<file path="src/rtl/break_controller.sv">
// Breakpoint / single-step break generator for the processor clock interface.
// Optional saturating break counter enabled with `define BREAK_HITCNT_EN.
module break_controller #(
    parameter  int NUM_BP    = 4,
    parameter  int ADDR_W    = 32,
    parameter  int CNT_W     = 16,
    parameter  int PULSE_LEN = 4,
    localparam int IDX_W     = $clog2(NUM_BP + 1)
) (
    input  logic              iCLK_50,
    input  logic              iRST_n,
    input  logic              iCPU_CLK,
    input  logic [ADDR_W-1:0] iPC,
    input  logic              iCfgWr,
    input  logic [3:0]        iCfgAddr,
    input  logic [31:0]       iCfgData,
    input  logic              iResume,
    output logic              oBreak,
    output logic              oHalted,
    output logic [IDX_W-1:0]  oHitIdx,
    output logic [CNT_W-1:0]  oStepsLeft,
    output logic [15:0]       oHitCount
);

    localparam int PCNT_W = $clog2(PULSE_LEN + 1);

    typedef enum logic [2:0] {IDLE, ARMED, PULSE, HALTED, SKIP} state_t;

    state_t              state;
    logic [2:0]          cpu_sync;
    logic [ADDR_W-1:0]   bp_addr [NUM_BP];
    logic [NUM_BP-1:0]   ctrl_en;
    logic                step_en;
    logic [PCNT_W-1:0]   pulse_cnt;
    logic                resume_d;

    logic                ev;
    logic                hit_any;
    logic [IDX_W-1:0]    hit_idx;
    logic                expire;
    logic                armed_any;

    // cpu_sync[1:0] is the synchronizer, cpu_sync[2] the edge-detect delay
    always_ff @(posedge iCLK_50 or negedge iRST_n) begin
        if (!iRST_n) cpu_sync <= '0;
        else         cpu_sync <= {cpu_sync[1:0], iCPU_CLK};
    end

    assign ev        = cpu_sync[1] & ~cpu_sync[2];
    assign armed_any = (|ctrl_en) | step_en;
    assign expire    = ev & step_en & (oStepsLeft == CNT_W'(1));

    // Scan high to low so the lowest matching comparator is the one kept
    always_comb begin
        hit_any = 1'b0;
        hit_idx = '0;
        for (int i = NUM_BP - 1; i >= 0; i--) begin
            if (ev && ctrl_en[i] && (iPC == bp_addr[i])) begin
                hit_any = 1'b1;
                hit_idx = IDX_W'(i);
            end
        end
    end

    always_ff @(posedge iCLK_50 or negedge iRST_n) begin
        if (!iRST_n) begin
            for (int i = 0; i < NUM_BP; i++) bp_addr[i] <= '0;
            ctrl_en <= '0;
            step_en <= 1'b0;
        end else if (iCfgWr) begin
            for (int i = 0; i < NUM_BP; i++) begin
                if (iCfgAddr == 4'(i)) bp_addr[i] <= iCfgData[ADDR_W-1:0];
            end
            if (iCfgAddr == 4'd8) begin
                ctrl_en <= iCfgData[NUM_BP-1:0];
                step_en <= iCfgData[8];
            end
        end
    end

    always_ff @(posedge iCLK_50 or negedge iRST_n) begin
        if (!iRST_n) begin
            state      <= IDLE;
            oBreak     <= 1'b0;
            oHalted    <= 1'b0;
            oHitIdx    <= '0;
            oStepsLeft <= '0;
            pulse_cnt  <= '0;
            resume_d   <= 1'b0;
        end else begin
            resume_d <= iResume;
            if (state == ARMED && step_en && oStepsLeft != '0 && ev)
                oStepsLeft <= oStepsLeft - CNT_W'(1);
            // A debug-bus load overrides a same-cycle decrement
            if (iCfgWr && iCfgAddr == 4'd9)
                oStepsLeft <= iCfgData[CNT_W-1:0];

            case (state)
                IDLE: begin
                    if (armed_any) state <= ARMED;
                end
                ARMED: begin
                    if (hit_any || expire) begin
                        state     <= PULSE;
                        oBreak    <= 1'b1;
                        pulse_cnt <= PCNT_W'(PULSE_LEN - 1);
                        oHitIdx   <= hit_any ? hit_idx : IDX_W'(NUM_BP);
                    end else if (!armed_any) begin
                        state <= IDLE;
                    end
                end
                PULSE: begin
                    if (pulse_cnt == '0) begin
                        oBreak  <= 1'b0;
                        oHalted <= 1'b1;
                        state   <= HALTED;
                    end else begin
                        pulse_cnt <= pulse_cnt - PCNT_W'(1);
                    end
                end
                HALTED: begin
                    if (iResume && !resume_d) begin
                        oHalted <= 1'b0;
                        state   <= SKIP;
                    end
                end
                SKIP: begin
                    // Swallow the first edge so a breakpoint at the resume PC does not refire
                    if (ev) state <= armed_any ? ARMED : IDLE;
                end
                default: state <= IDLE;
            endcase
        end
    end

`ifdef BREAK_HITCNT_EN
    logic brk_start;
    assign brk_start = (state == ARMED) && (hit_any || expire);

    always_ff @(posedge iCLK_50 or negedge iRST_n) begin
        if (!iRST_n)
            oHitCount <= '0;
        else if (iCfgWr && iCfgAddr == 4'd10)
            oHitCount <= '0;
        else if (brk_start && oHitCount != 16'hFFFF)
            oHitCount <= oHitCount + 16'd1;
    end
`else
    assign oHitCount = '0;
`endif

endmodule
</file>
<file path="config.mk">
export PLATFORM = sky130hd
export DESIGN_NAME = break_controller
export DESIGN_NICKNAME = d
export VERILOG_FILES = /design/src/rtl/break_controller.sv
export SDC_FILE = /design/constraint.sdc
export NUM_CORES = 1
export LEC_CHECK = 0
export CORE_ASPECT_RATIO = 0.9
export CORE_MARGIN = 5
export CORE_UTILIZATION = 50
export CTS_CLUSTER_SIZE = 12
export DETAILED_ROUTE_END_ITERATION = 10
export GPL_ROUTABILITY_DRIVEN = 0
export PLACE_DENSITY = 0.74
export RECOVER_POWER = 50
export SLEW_MARGIN = 20
export SYNTH_ARGS = -nofsm -noshare
export SYNTH_HDL_FRONTEND = slang
export SYNTH_SLANG_ARGS = --single-unit
</file>
<file path="constraint.sdc">
create_clock -name iCLK_50 -period 5.2 [get_ports iCLK_50]
set_clock_uncertainty 0.1 [all_clocks]
set_input_delay 1.04 -clock iCLK_50 [delete_from_list [all_inputs] [get_ports iCLK_50]]
set_output_delay 1.04 -clock iCLK_50 [all_outputs]
set_load 0.03 [all_outputs]
</file>
==> flow_summary.yaml <==
outcome:
  status: "complete, but fails checks"
  failed_checks: "max-capacitance violations, max-slew violations"
clock_network:
  cts_root_buffer: "sky130_fd_sc_hd__clkbuf_16"
  tritoncts_num_sinks: 164
  clk_pin_slew_worst_paths_ns: 0.06
  tritoncts: "built"
  cts.path.max_buffers: 2
  cts_max_level: 4
  worstSkewPairLatency_ns: 0.43
  cts_post_setup_buffers_inserted: 0
  post_cts_resized: 0
  cts_hold_buf: 0
  number_of_buffers_created_by_cts: 17
power:
  post-layout-total-power_uw: 3950
  power-per-cell-area_mw_per_mm2: 399
  power.ir.vdd_worst_mv: 0.336
  total_leakage_power_uw: 0.00415
floorplanning:
  floorplan.die.width_um: 145
  start_util: 0.510
  floorplan.core_area_mm2: 0.0161
  die_area_mm2: 0.0191
  chipHeight_um: 132
  io_pins: 110
  fp-row-count: 44
timing:
  relSlewSlack: -0.561
  clock.fmax_mhz: 284
  rsz_0062_raised_after_global_routing: "false"
  min_period_over_period: 0.677
  tns_ns: 0
  finalSetupViolations: 0
  tightestPinTransition_ns: 2.34
  drv_slew: 94
  worst_hold_slack_ns: 0.247
  time_the_final_worst_path_needs_with_i_o_delays_and_setup_ns: 3.52
  hold_viol_final: 0
place:
  place.detailed.hpwl_um: 15400
  portBuffers: 93
route:
  drt_pass1_iterations: 4
  vias_per_cell: 5.70
  drc_errors: 0
  routedWlPerCell_um: 21.2
  num_vias: 5623
  detailedRoute.firstIterationViolations: 337
  antenna_left: 0
  detail_route.wirelength_um: 20900
worst_setup_path:
  cp_common_cell: "sky130_fd_sc_hd__nor4_1"
  worst-r2r-cell-count: 7
  setup.worst_path.class: "in -> reg"
  startpoint_type: "input port"
  cpPeakStageDelay_ns: 0.55
  cp.required_ns: 5.46
  setup.worst_path.end_class: "register"
  timing.critical_path.cells: "clkdlybuf4s50_1, xor2_1, nor4_1, nand4_1, nor4_1, nor3_1, a2111oi_2, a21o_1"
  r2r_setup_slack_ns: 2.48
  timing.critical_path.fanout_max: 4
  cpMaxStageDelayCell: "sky130_fd_sc_hd__nor4_1"
  worst-endpoint-arrival_ns: 3.78
yosys:
  synth_edf_count: 0
  yosys_most_used_dff: "sky130_fd_sc_hd__dfrtp_1"
  post_synthesis_instance_area_mm2: 0.00823
  postSynthAreaPerCell_um2: 12.3
  yosys.cell_types.count: 47
  synth.yosys.seq_area_share: 0.499
  synthArstFlopShare: 1.00
  ys_seq_elements: 164
  ys_warn_count: 0
  synthesized_netlist_cell_count: 667
grt:
  grt_pass1_vias: 6002
  antenna_found_initial: 0
  gr-max-usage-layer: "met2"
  grt_use_met1: 0.303
  grt_first_pass_wirelength_um: 33200
  use_met2: 0.344
  grt_max_degree: 94
  grt_util_met3: 0.0610
  globalRoute.totalOverflow: 0
  grt.total_usage: 0.223
hold_path:
  worst_hold_path_type: "reg -> reg"
  worstHoldPathCells: 0
finish:
  layout.core_utilization: 0.613
  final_nets: 843
  nFillCells: 1284
  multi_input_area_mm2: 0.00398
  antenna_cells: 0
  final_layout_size_suffix_gt1_frac: 0.243
  area_delta_synth_final_pct: 20.2
  register_area_mm2: 0.00410
run:
  max_cap_violations: 1
## per-stage QoR
step	instance area, um2	setup WS, ns	cells
final	9890	1.68	986
after global routing	9890	1.22	986
after detailed placement	9340	1.38	954
after CTS	9900	1.80	986
after floorplan	8290	2.43	682
after global placement	9340	1.42	954
## cells in the mapped netlist (2+ instances only)
master | instances | share of area
sky130_fd_sc_hd__dfrtp_1 | 164 | 0.50
sky130_fd_sc_hd__mux2_2 | 134 | 0.18
sky130_fd_sc_hd__xor2_1 | 111 | 0.12
sky130_fd_sc_hd__nor2_1 | 35 | 0.016
sky130_fd_sc_hd__xnor2_1 | 32 | 0.034
sky130_fd_sc_hd__nor4_1 | 27 | 0.021
sky130_fd_sc_hd__nand2_1 | 23 | 0.010
sky130_fd_sc_hd__a21oi_1 | 22 | 0.013
sky130_fd_sc_hd__buf_4 | 17 | 0.016
sky130_fd_sc_hd__clkbuf_1 | 11 | 0.0050
sky130_fd_sc_hd__nor3_1 | 9 | 0.0055
sky130_fd_sc_hd__nand3_1 | 7 | 0.0043
sky130_fd_sc_hd__nand3b_1 | 7 | 0.0064
sky130_fd_sc_hd__nand4_1 | 7 | 0.0053
sky130_fd_sc_hd__nor4_2 | 6 | 0.0091
sky130_fd_sc_hd__or4_1 | 6 | 0.0055
sky130_fd_sc_hd__ha_1 | 4 | 0.0061
sky130_fd_sc_hd__inv_1 | 4 | 0.0018
sky130_fd_sc_hd__nand2b_1 | 4 | 0.0030
sky130_fd_sc_hd__buf_2 | 3 | 0.0018
sky130_fd_sc_hd__and3_1 | 2 | 0.0015
sky130_fd_sc_hd__buf_1 | 2 | 0.00091
sky130_fd_sc_hd__nor2b_1 | 2 | 0.0015
sky130_fd_sc_hd__nor3b_1 | 2 | 0.0018
sky130_fd_sc_hd__o21ai_0 | 2 | 0.0012
sky130_fd_sc_hd__o22ai_2 | 2 | 0.0030
sky130_fd_sc_hd__or3_1 | 2 | 0.0015
## layer usage
metal | vias up | wire length [um]
met5 | - | 0
met4 | 0 | 580
met3 | 43 | 1320
met2 | 204 | 9730
met1 | 2867 | 9270
li1 | 2509 | -
## worst max-delay path: cells and delay by family
kind / cells / cell delay (ns)
AOI/OAI and AO/OA: 2 / 0.50
xor gates and xnor gates: 1 / 0.21
buffers and inverters: 1 / 0.51
and+or+nand+nor: 4 / 1.51
## kinds of logic (layout without fill, tap and decap cells)
| family | count (synthesis) | count (layout) | share of synthesized area |
|---|---|---|---|
| other | 1 | 16 | 0.000456 |
| buffers and inverters | 38 | 135 | 0.0257 |
| muxes | 135 | 135 | 0.185 |
| xor gates and xnor gates | 143 | 143 | 0.152 |
| AOI/OAI and AO/OA | 35 | 35 | 0.0286 |
| DFF | 164 | 164 | 0.499 |
| and+or+nand+nor | 147 | 147 | 0.104 |
| adders and majority gates | 4 | 4 | 0.00608 |
## sequential cells by signal (all words and copies together), names as in the netlist
name and flops:
ctrl_en 4, cpu_sync 3, oHitIdx 3, oBreak 1, step_en 1, state 3
pulse_cnt 3, oStepsLeft 16, bp_addr 128, resume_d 1, oHalted 1
## worst paths after layout
path                              from             end
max in group asynchronous       iRST_n    bp_addr[119]
min in group asynchronous       iRST_n  oStepsLeft[12]
setup reg to reg           bp_addr[83]      oHitIdx[0]
setup / recovery               iPC[19]      oHitIdx[0]
hold reg to reg            cpu_sync[0]     cpu_sync[1]
hold / removal             cpu_sync[0]     cpu_sync[1]
## layout by cell type, fill, tap and decap left out, types with 2 or more instances in the layout
cell / netlist / routed
sky130_fd_sc_hd__nand4_1: 7 / 7
sky130_fd_sc_hd__nor2b_1: 2 / 2
sky130_fd_sc_hd__nor4_1: 27 / 27
sky130_fd_sc_hd__nand2b_1: 4 / 4
sky130_fd_sc_hd__nand3b_1: 7 / 7
sky130_fd_sc_hd__ha_1: 4 / 4
sky130_fd_sc_hd__or4_1: 6 / 6
sky130_fd_sc_hd__clkinv_2: 0 / 4
sky130_fd_sc_hd__clkdlybuf4s50_1: 0 / 89
sky130_fd_sc_hd__nor2_2: 0 / 2
sky130_fd_sc_hd__dfrtp_1: 164 / 164
sky130_fd_sc_hd__dlygate4sd3_1: 0 / 3
sky130_fd_sc_hd__clkinvlp_4: 0 / 2
sky130_fd_sc_hd__xnor2_1: 32 / 32
sky130_fd_sc_hd__nand2_1: 23 / 23
sky130_fd_sc_hd__o22ai_2: 2 / 2
sky130_fd_sc_hd__buf_4: 17 / 4
sky130_fd_sc_hd__clkbuf_2: 1 / 3
sky130_fd_sc_hd__conb_1: 1 / 16
sky130_fd_sc_hd__o21ai_0: 2 / 2
sky130_fd_sc_hd__nand3_1: 7 / 7
sky130_fd_sc_hd__nor4_2: 6 / 6
sky130_fd_sc_hd__nor3_1: 9 / 9
sky130_fd_sc_hd__inv_1: 4 / 4
sky130_fd_sc_hd__clkbuf_1: 11 / 3
sky130_fd_sc_hd__nor2_1: 35 / 33
sky130_fd_sc_hd__a21oi_1: 22 / 22
sky130_fd_sc_hd__or3_1: 2 / 2
sky130_fd_sc_hd__mux2_2: 134 / 134
sky130_fd_sc_hd__xor2_1: 111 / 111
sky130_fd_sc_hd__and3_1: 2 / 2
sky130_fd_sc_hd__clkbuf_16: 0 / 17
sky130_fd_sc_hd__clkbuf_8: 0 / 4
## final cells by class
cell class,instances,share of cell area
clock buffers,24,0.0497
clock inverters,8,0.00746
inverters,4,0.00152
multi-input cells,480,0.403
flip-flops and latches,164,0.415
well taps,207,0.0262
repair buffers,99,0.0977
## power by group
group	internal, uW	total, uW	leakage (uW)	switching [uW]
Sequential	1560	1780	0.00197	223
Combinational	477	961	0.00190	484
Clock	708	1200	0.000276	494
(Power assumes the default switching activity.)
